### config.mk
export PLATFORM = sky130hd
export DESIGN_NAME = fifo_sync
export DESIGN_NICKNAME = d
export VERILOG_FILES = /design/src/rtl/fifo_sync.sv
export SDC_FILE = /design/constraint.sdc
export NUM_CORES = 1
export LEC_CHECK = 0
export BUFFER_PORTS_ARGS = -buffer_cell sky130_fd_sc_hd__buf_4
export CAP_MARGIN = 0
export CORE_UTILIZATION = 40
export CTS_BUF_LIST = sky130_fd_sc_hd__clkbuf_16
export DETAILED_ROUTE_END_ITERATION = 10
export SLEW_MARGIN = 20
export SYNTH_ARGS = -nofsm -noshare
export SYNTH_HDL_FRONTEND = slang
export SYNTH_SLANG_ARGS = --single-unit
### constraint.sdc
create_clock -name clk -period 2.1 [get_ports clk]
set_input_delay 0.21 -clock clk [delete_from_list [all_inputs] [get_ports clk]]
set_output_delay 0.21 -clock clk [all_outputs]
set_load 0.05 [all_outputs]
### src/rtl/fifo_sync.sv
// Single-clock show-ahead FIFO: registered full/empty flags, head word read
// combinationally from the storage array.
module fifo_sync #(
   parameter int unsigned DATA_WIDTH = 64,
   parameter int unsigned DEPTH      = 8
) (
   input  logic                  clk,
   input  logic                  res_n,
   input  logic                  shift_in,
   input  logic                  shift_out,
   input  logic [DATA_WIDTH-1:0] data_in,
   output logic                  full,
   output logic                  empty,
   output logic [DATA_WIDTH-1:0] data_out
);

   localparam int unsigned ADDR_W = $clog2(DEPTH);
   localparam int unsigned CNT_W  = ADDR_W + 1;

   logic [DATA_WIDTH-1:0] mem_q [DEPTH];
   logic [DATA_WIDTH-1:0] mem_d [DEPTH];
   logic [ADDR_W-1:0]     wr_ptr_q, wr_ptr_d;
   logic [ADDR_W-1:0]     rd_ptr_q, rd_ptr_d;
   logic [CNT_W-1:0]      cnt_q, cnt_d;
   logic                  full_q, full_d;
   logic                  empty_q, empty_d;
   logic                  push_c;
   logic                  pop_c;

   // Accept conditions; a pop frees a slot so a full FIFO can take a push in the same cycle
   always_comb begin
      pop_c  = shift_out && !empty_q;
      push_c = shift_in && (!full_q || shift_out);
   end

   // Next-state for storage, pointers, occupancy and flags
   always_comb begin
      mem_d    = mem_q;
      wr_ptr_d = wr_ptr_q;
      rd_ptr_d = rd_ptr_q;
      cnt_d    = cnt_q;

      if (push_c) begin
         mem_d[wr_ptr_q] = data_in;
         wr_ptr_d        = wr_ptr_q + ADDR_W'(1);
      end
      if (pop_c) begin
         rd_ptr_d = rd_ptr_q + ADDR_W'(1);
      end

      if (push_c && !pop_c) begin
         cnt_d = cnt_q + CNT_W'(1);
      end else if (pop_c && !push_c) begin
         cnt_d = cnt_q - CNT_W'(1);
      end

      full_d  = (cnt_d == CNT_W'(DEPTH));
      empty_d = (cnt_d == CNT_W'(0));
   end

   // State registers with synchronous active-high reset that clears storage too
   always_ff @(posedge clk) begin
      if (res_n) begin
         for (int i = 0; i < int'(DEPTH); i++) begin
            mem_q[i] <= '0;
         end
         wr_ptr_q <= '0;
         rd_ptr_q <= '0;
         cnt_q    <= '0;
         full_q   <= 1'b0;
         empty_q  <= 1'b1;
      end else begin
         mem_q    <= mem_d;
         wr_ptr_q <= wr_ptr_d;
         rd_ptr_q <= rd_ptr_d;
         cnt_q    <= cnt_d;
         full_q   <= full_d;
         empty_q  <= empty_d;
      end
   end

   // Show-ahead head word; stale while empty
   always_comb begin
      full     = full_q;
      empty    = empty_q;
      data_out = mem_q[rd_ptr_q];
   end

endmodule

==> results.yml, run 1 <==
clock_tree:
  cts_buffers: 56
  htreeDepth: 2
  clock_sinks: 524
  root_buffer: "clkbuf_16"
  clk_pin_slew_ps: 60
  clockBufferDepth: 3
  clock_latency_ps: 620
  cts_tree: "done"
worst_setup_path:
  reg2reg_to: "mem_q[209]$_SDFFE_PP0P_"
  critPathLaunch: "rd_ptr_q[0]$_SDFFE_PP0P_"
  rr_worst_depth: 5
  start_kind: "flop"
  worst_ep_required_time_ps: 1890
  worstSetupPathType: "flop to output pin"
  r2r_slack_ps: 160
  path_cells: "buf_12 > buf_16 > buf_12 > buf_6 > mux4_2 > mux2_4 > buf_8"
  crit_slowest_cell: "dfxtp_4"
  slowest_delay_ps: 410
  crit_top_cell: "buf_12"
  cp_top_family: "buffers and inverters"
  cp.depth: 7
  arrival_ps: 2350
  rr_startpoint: "wr_ptr_q[2]$_SDFFE_PP0P_"
  endpoint_kind: "output pin"
  crit_path_end: "data_out[59]"
  cp.buffers_inverters: 5
  cp_max_fo: 8
die:
  die_y_um: 239
  die_x_um: 239
  core_area_um2: 55200
  initial_core_util: 0.406
  ios: 134
  dieArea_um2: 56900
  rows: 86
cells_and_area:
  layout-drive-gt1-share: 0.203
  fin_cells: 3512
  final_common_cell: "nand2_1"
  finish.net_count: 2787
  synthToLayoutAreaGrowth_pct: 25.5
  final_cell_area_um2: 28100
  final_cell_mix: "nand2_1 (1,029), dfxtp_1 (521), a21oi_1 (513)"
sta:
  timing.final.crit_share: 1.22
  hold_viol_final: 0
  slew-limit-headroom: 0.543
  fin_ws_ps: -458
  slew_viol_final: 0
  tightest_slew_ps: 685
  fin_crit_ps: 2560
  skew_ps: 13.9
  fmax_mhz: 391
  rsz0062_at_grt: "yes"
  setup_violations: 64
global_route:
  grt_max_degree: 84
  grt_pass1_wl_um: 107000
  grt_util_all_layers: 0.241
  grt-ovfl-total: 0
  grt_pass1_vias: 18500
  antenna_found_initial: 5
yosys:
  yosysTopAreaCell: "dfxtp_1"
  synth_fp_nets: 2666
  ys_seq_elements: 524
  syn-cell-area_um2: 22400
  synth_seq_area_share: 0.468
  synth.area.top_cells: "dfxtp_1 (47%), nand2_1 (17%), mux4_2 (13%), a21oi_1 (11%), mux2_2 (3.3%)"
  async_flop_share: 0
  syn_area_per_cell_um2: 8.63
  synth_edf_count: 0
  synth_flop_cell: "dfxtp_1"
  yosysTopAreaCellShare: 0.468
  synth_cell_types: 38
  synth_cells: 2594
  yosysWarnings: 0
flow_run:
  drv_cap: 0
placement:
  dpl.cell_count: 3285
  hpwlAfterDp_um: 38000
  port_buffers: 133
  placed_area_um2: 24200
  gp_congestion: 0.785
routing:
  wl_met2_um: 33300
  wl_um: 69300
  drt_first_pass_iters: 5
  route.detailed.drc: 0
  via_count: 18800
  routed.top_layer: "met5"
  met3WireLength_um: 5110
  wl_per_cell_um: 19.7
  post_drt_via_cell_ratio: 5.36
  drt-met1-wl_um: 28900
  dr.first_iter.drc_count: 1459
  drt.antenna.violating_nets: 0
min_path:
  hold_class: "input port to flop"
pwr:
  ir_worst_vdd_v: 0.000652
  power_density_nw_per_um2: 870
  p_leak_nw: 9.65
status:
  violations: "negative setup slack"
  status: "complete, but fails checks"
==> through the flow <==
stage          hold slack, ps  setup TNS, ps  setup WS, ps  power, mW   util
6_report                 38.2         -26240          -458       24.4  0.509
5_1_grt                  65.5         -30470          -527       25.3  0.509
4_1_cts                  8.80         -28650          -517       24.5  0.505
3_5_place_dp              443              0          81.9       13.8  0.439
3_3_place_gp              438              0          79.3       13.8  0.439
2_1_floorplan             433              0          80.8       12.7      -
==> worst register-to-register path, stage by stage, from the launching register on <==
cell and delay [ps]:
dfxtp_1 530, nor2b_1 490, and2_2 340, buf_12 250
nand2_1 100, a21oi_1 150
==> per-layer routing <==
| metal | GRT usage | vias up |
|---|---|---|
| met4 | 0.0851 | 6 |
| li1 | - | 8882 |
| met2 | 0.405 | 696 |
| met5 | 0 | - |
| met1 | 0.313 | 9103 |
| met3 | 0.0397 | 133 |
==> cell usage after synthesis, types with 3 or more instances <==
| master | n |
|---|---|
| nand2_1 | 1032 |
| nand3_2 | 4 |
| mux2_2 | 65 |
| ha_1 | 4 |
| nor2_1 | 12 |
| buf_4 | 22 |
| xor2_1 | 5 |
| clkbuf_1 | 88 |
| xnor2_1 | 3 |
| mux4_2 | 128 |
| dfxtp_1 | 524 |
| buf_2 | 137 |
| and2_1 | 4 |
| a21oi_1 | 513 |
| buf_6 | 12 |
| buf_1 | 6 |
| nor2b_1 | 9 |
==> kinds of logic (layout without fill, tap and decap cells) <==
| family | count (synthesis) | in the layout | share of synthesized area |
|---|---|---|---|
| compound gates | 519 | 519 | 0.117 |
| buf+inv | 267 | 435 | 0.0601 |
| xor+xnor | 8 | 8 | 0.00313 |
| mux | 195 | 195 | 0.162 |
| simple gates | 1077 | 1077 | 0.187 |
| other cells | 0 | 2 | 0 |
| fa+ha+maj | 4 | 4 | 0.00224 |
| flops | 524 | 524 | 0.468 |
==> state kept, by name, summed over array words and instances, names as in the netlist <==
register  count
cnt_q         4
empty         1
full          1
mem_q       512
rd_ptr_q      3
wr_ptr_q      3
==> cell type report <==
cell class | count | area, um^2
fillers | 5016 | 27100
multi-input cells | 1803 | 10900
flip-flops and latches | 524 | 10500
repair buffers | 328 | 3970
clock buffers | 57 | 1430
well taps | 748 | 936
clock inverters | 48 | 405
inverters | 2 | 7.51
diodes | 2 | 5.00
==> report_power, final <==
group	internal [mW]	total [mW]	switching [mW]	leakage (nW)
logic	1.95	4.18	2.23	4.48
clock network	5.77	9.93	4.16	0.931
registers	10.2	10.3	0.157	4.24
==> worst min path at each step <==
stage	startpoint	to	slack [ps]	depth (start not counted)
6_report	shift_out	cnt_q[1]$_SDFF_PP0_	40	3
5_1_grt	shift_out	cnt_q[1]$_SDFF_PP0_	70	3
4_1_cts	shift_out	cnt_q[1]$_SDFF_PP0_	9	3
3_5_place_dp	mem_q[443]$_SDFFE_PP0P_	mem_q[443]$_SDFFE_PP0P_	440	2
3_3_place_gp	mem_q[257]$_SDFFE_PP0P_	mem_q[257]$_SDFFE_PP0P_	440	2
2_1_floorplan	mem_q[100]$_SDFFE_PP0P_	mem_q[100]$_SDFFE_PP0P_	430	2
==> what timing repair did <==
| item | in CTS | in global routing |
|---|---|---|
| setup endpoints to repair | 64 | 64 |
| hold buffers | 65 | 0 |
| gates resized for setup | 149 | 55 |
| setup buffers | 39 | 10 |
| hold endpoints to repair | 514 | 0 |
| gates cloned | 8 | 5 |
Note: power is estimated with default switching activity, not from simulation.
==> run 2: changes to the inputs <==
==> constraint.sdc (replaced) <==
create_clock -name clk -period 2.1 [get_ports clk]
set_input_delay 0.21 -clock clk [delete_from_list [all_inputs] [get_ports clk]]
set_output_delay 0.21 -clock clk [all_outputs]
set_load 0.005 [all_outputs]
==> run 2 against run 1 <==
Net effect: the flow still finishes with violations (negative setup slack); utilization fell by 0.24 points; highest routed layer unchanged; sequential share of layout area rose by 0.18 points; clock-buffer cell count is 1 higher; critical endpoint is now data_out[36]; clock skew up 17 ps; cell area shrank 0.48%; critical path type unchanged; global-route usage shrank 0.37 points.
==> results.yml, run 2 (synthesis gave the netlist of run 1 again) <==
status:
  status: "complete, but fails checks"
  violations: "negative setup slack"
clock_tree:
  clk_pin_slew_ps: 60
  cts_buffers: 56
  clock_latency_ps: 620
  htreeDepth: 2
  clock_sinks: 524
  root_buffer: "clkbuf_16"
  cts_tree: "done"
  clockBufferDepth: 3
die:
  ios: 134
  initial_core_util: 0.406
  die_y_um: 239
  rows: 86
  core_area_um2: 55200
  die_x_um: 239
  dieArea_um2: 56900
cells_and_area:
  synthToLayoutAreaGrowth_pct: 24.9
  finish.net_count: 2793
  final_common_cell: "nand2_1"
  layout-drive-gt1-share: 0.204
  utilization: 0.507
  top_regs: "mem_q x512, cnt_q x4"
  seq_area_um2: 10500
  regMostFlops: "mem_q"
  largest_register_ffs: 512
  final_cell_area_um2: 28000
  multiInputGateArea_um2: 10900
  nFillCells: 4937
  final_cell_mix: "nand2_1 (1,029), dfxtp_1 (521), a21oi_1 (513)"
min_path:
  min_from: "shift_in"
  hold_class: "input port to flop"
worst_setup_path:
  cp_max_fo: 7
  worstSetupPathType: "flop to output pin"
  endpoint_kind: "output pin"
  rr_startpoint: "wr_ptr_q[1]$_SDFFE_PP0P_"
  critPathLaunch: "rd_ptr_q[0]$_SDFFE_PP0P_"
  worst_ep_required_time_ps: 1890
  start_kind: "flop"
  arrival_ps: 2320
placement:
  gp_congestion: 0.776
  placed_area_um2: 24300
  hpwlAfterDp_um: 38400
  port_buffers: 133
routing:
  dr.first_iter.drc_count: 1311
  drt.antenna.violating_nets: 0
  wl_um: 68000
  drt_first_pass_iters: 7
  wl_met2_um: 33800
  route.detailed.drc: 0
  routed.top_layer: "met5"
  via_count: 18800
  met3WireLength_um: 4870
  drt-met1-wl_um: 27700
  wl_per_cell_um: 19.3
  post_drt_via_cell_ratio: 5.34
pwr:
  power_switching_share: 0.251
  pwr-share-seq: 0.436
  power_frac_comb: 0.149
  p_int_mw: 17.8
  power_density_nw_per_um2: 848
  ir_worst_vdd_v: 0.000599
  switchingPower_mw: 5.95
  clkPwrFrac: 0.415
  p_leak_nw: 9.66
sta:
  setup_violations: 64
  slew-limit-headroom: 0.590
  fin_crit_ps: 2530
  slew_viol_final: 0
  skew_ps: 30.4
  fin_ws_ps: -425
  tightest_slew_ps: 615
  fmax_mhz: 396
  timing.final.crit_share: 1.20
  rsz0062_at_grt: "yes"
  hold_viol_final: 0
global_route:
  grt_max_degree: 90
  grt_pass1_wl_um: 105000
  grt_pass1_vias: 18700
  grt-ovfl-total: 0
  grt_util_all_layers: 0.238
  antenna_found_initial: 4
flow_run:
  drv_cap: 0
run 2: changes by cell type in the layout (fill, tap and decap cells not counted), moves of 3 or more:
cell	before	now
mux2_4	60	63
buf_4	119	144
clkinv_2	14	7
buf_6	43	60
clkinv_1	16	10
buf_8	37	2
inv_1	8	18
mux2_2	5	2
run 2: stage by stage:
stage                     TNS (ps)  power (mW)  setup WS (ps)  cells  hold slack (ps)
after detailed placement         0        13.3            154   3293              443
after CTS                   -26740        23.8           -458   3502             12.1
final                       -23690        23.7           -425   3517             45.2
after global placement           0        13.3            158   3293              438
after global routing        -27880        24.6           -483   3517             62.7
after floorplan                  0        12.2            199   2594              433
run 2: worst paths after layout:
path / to / slack, ps / cells after the start
max: data_out[36] / -430 / 6
max reg2reg: mem_q[40]$_SDFFE_PP0P_ / 270 / 5
min: wr_ptr_q[1]$_SDFFE_PP0P_ / 50 / 4
min reg2reg: mem_q[299]$_SDFFE_PP0P_ / 450 / 2
run 2: critical path, cell delays in order, from the launching register on:
cell	delay (ps)
dfxtp_4	370
buf_12	140
buf_12	140
buf_12	130
mux4_2	500
mux2_4	310
buf_6	120
run 2: routing by layer:
layer | global-route usage | vias up
li1 | - | 8889
met2 | 0.413 | 656
met3 | 0.0430 | 116
met5 | 0 | -
met1 | 0.297 | 9131
met4 | 0.0773 | 6
run 2: power groups by stage:
| stage | registers, mW | clock network, mW | logic, mW |
|---|---|---|---|
| global route | 10.4 | 10.5 | 3.74 |
| global placement | 10.5 | 0 | 2.75 |
| floorplan | 10.5 | 0 | 1.72 |
| detailed placement | 10.6 | 0 | 2.79 |
| CTS | 10.3 | 10.0 | 3.39 |
| finish | 10.3 | 9.85 | 3.52 |
run 2: cell type report:
class	instances	share of cell area
Clock buffer	58	0.0519
Antenna cell	1	0.0000895
Sequential cell	524	0.376
Clock inverter	47	0.0139
Multi-Input combinational cell	1803	0.388
Inverter	2	0.000268
Timing Repair Buffer	334	0.136
Tap cell	748	0.0335
run 2: timing repair:
item | 4_1_cts | 5_1_grt
cloned | 4 | 4
endpoints found under the hold margin | 518 | 0
resized for setup | 112 | 29
hold buffers | 65 | 0
buffers inserted | 35 | 11
setup endpoints to repair | 64 | 64
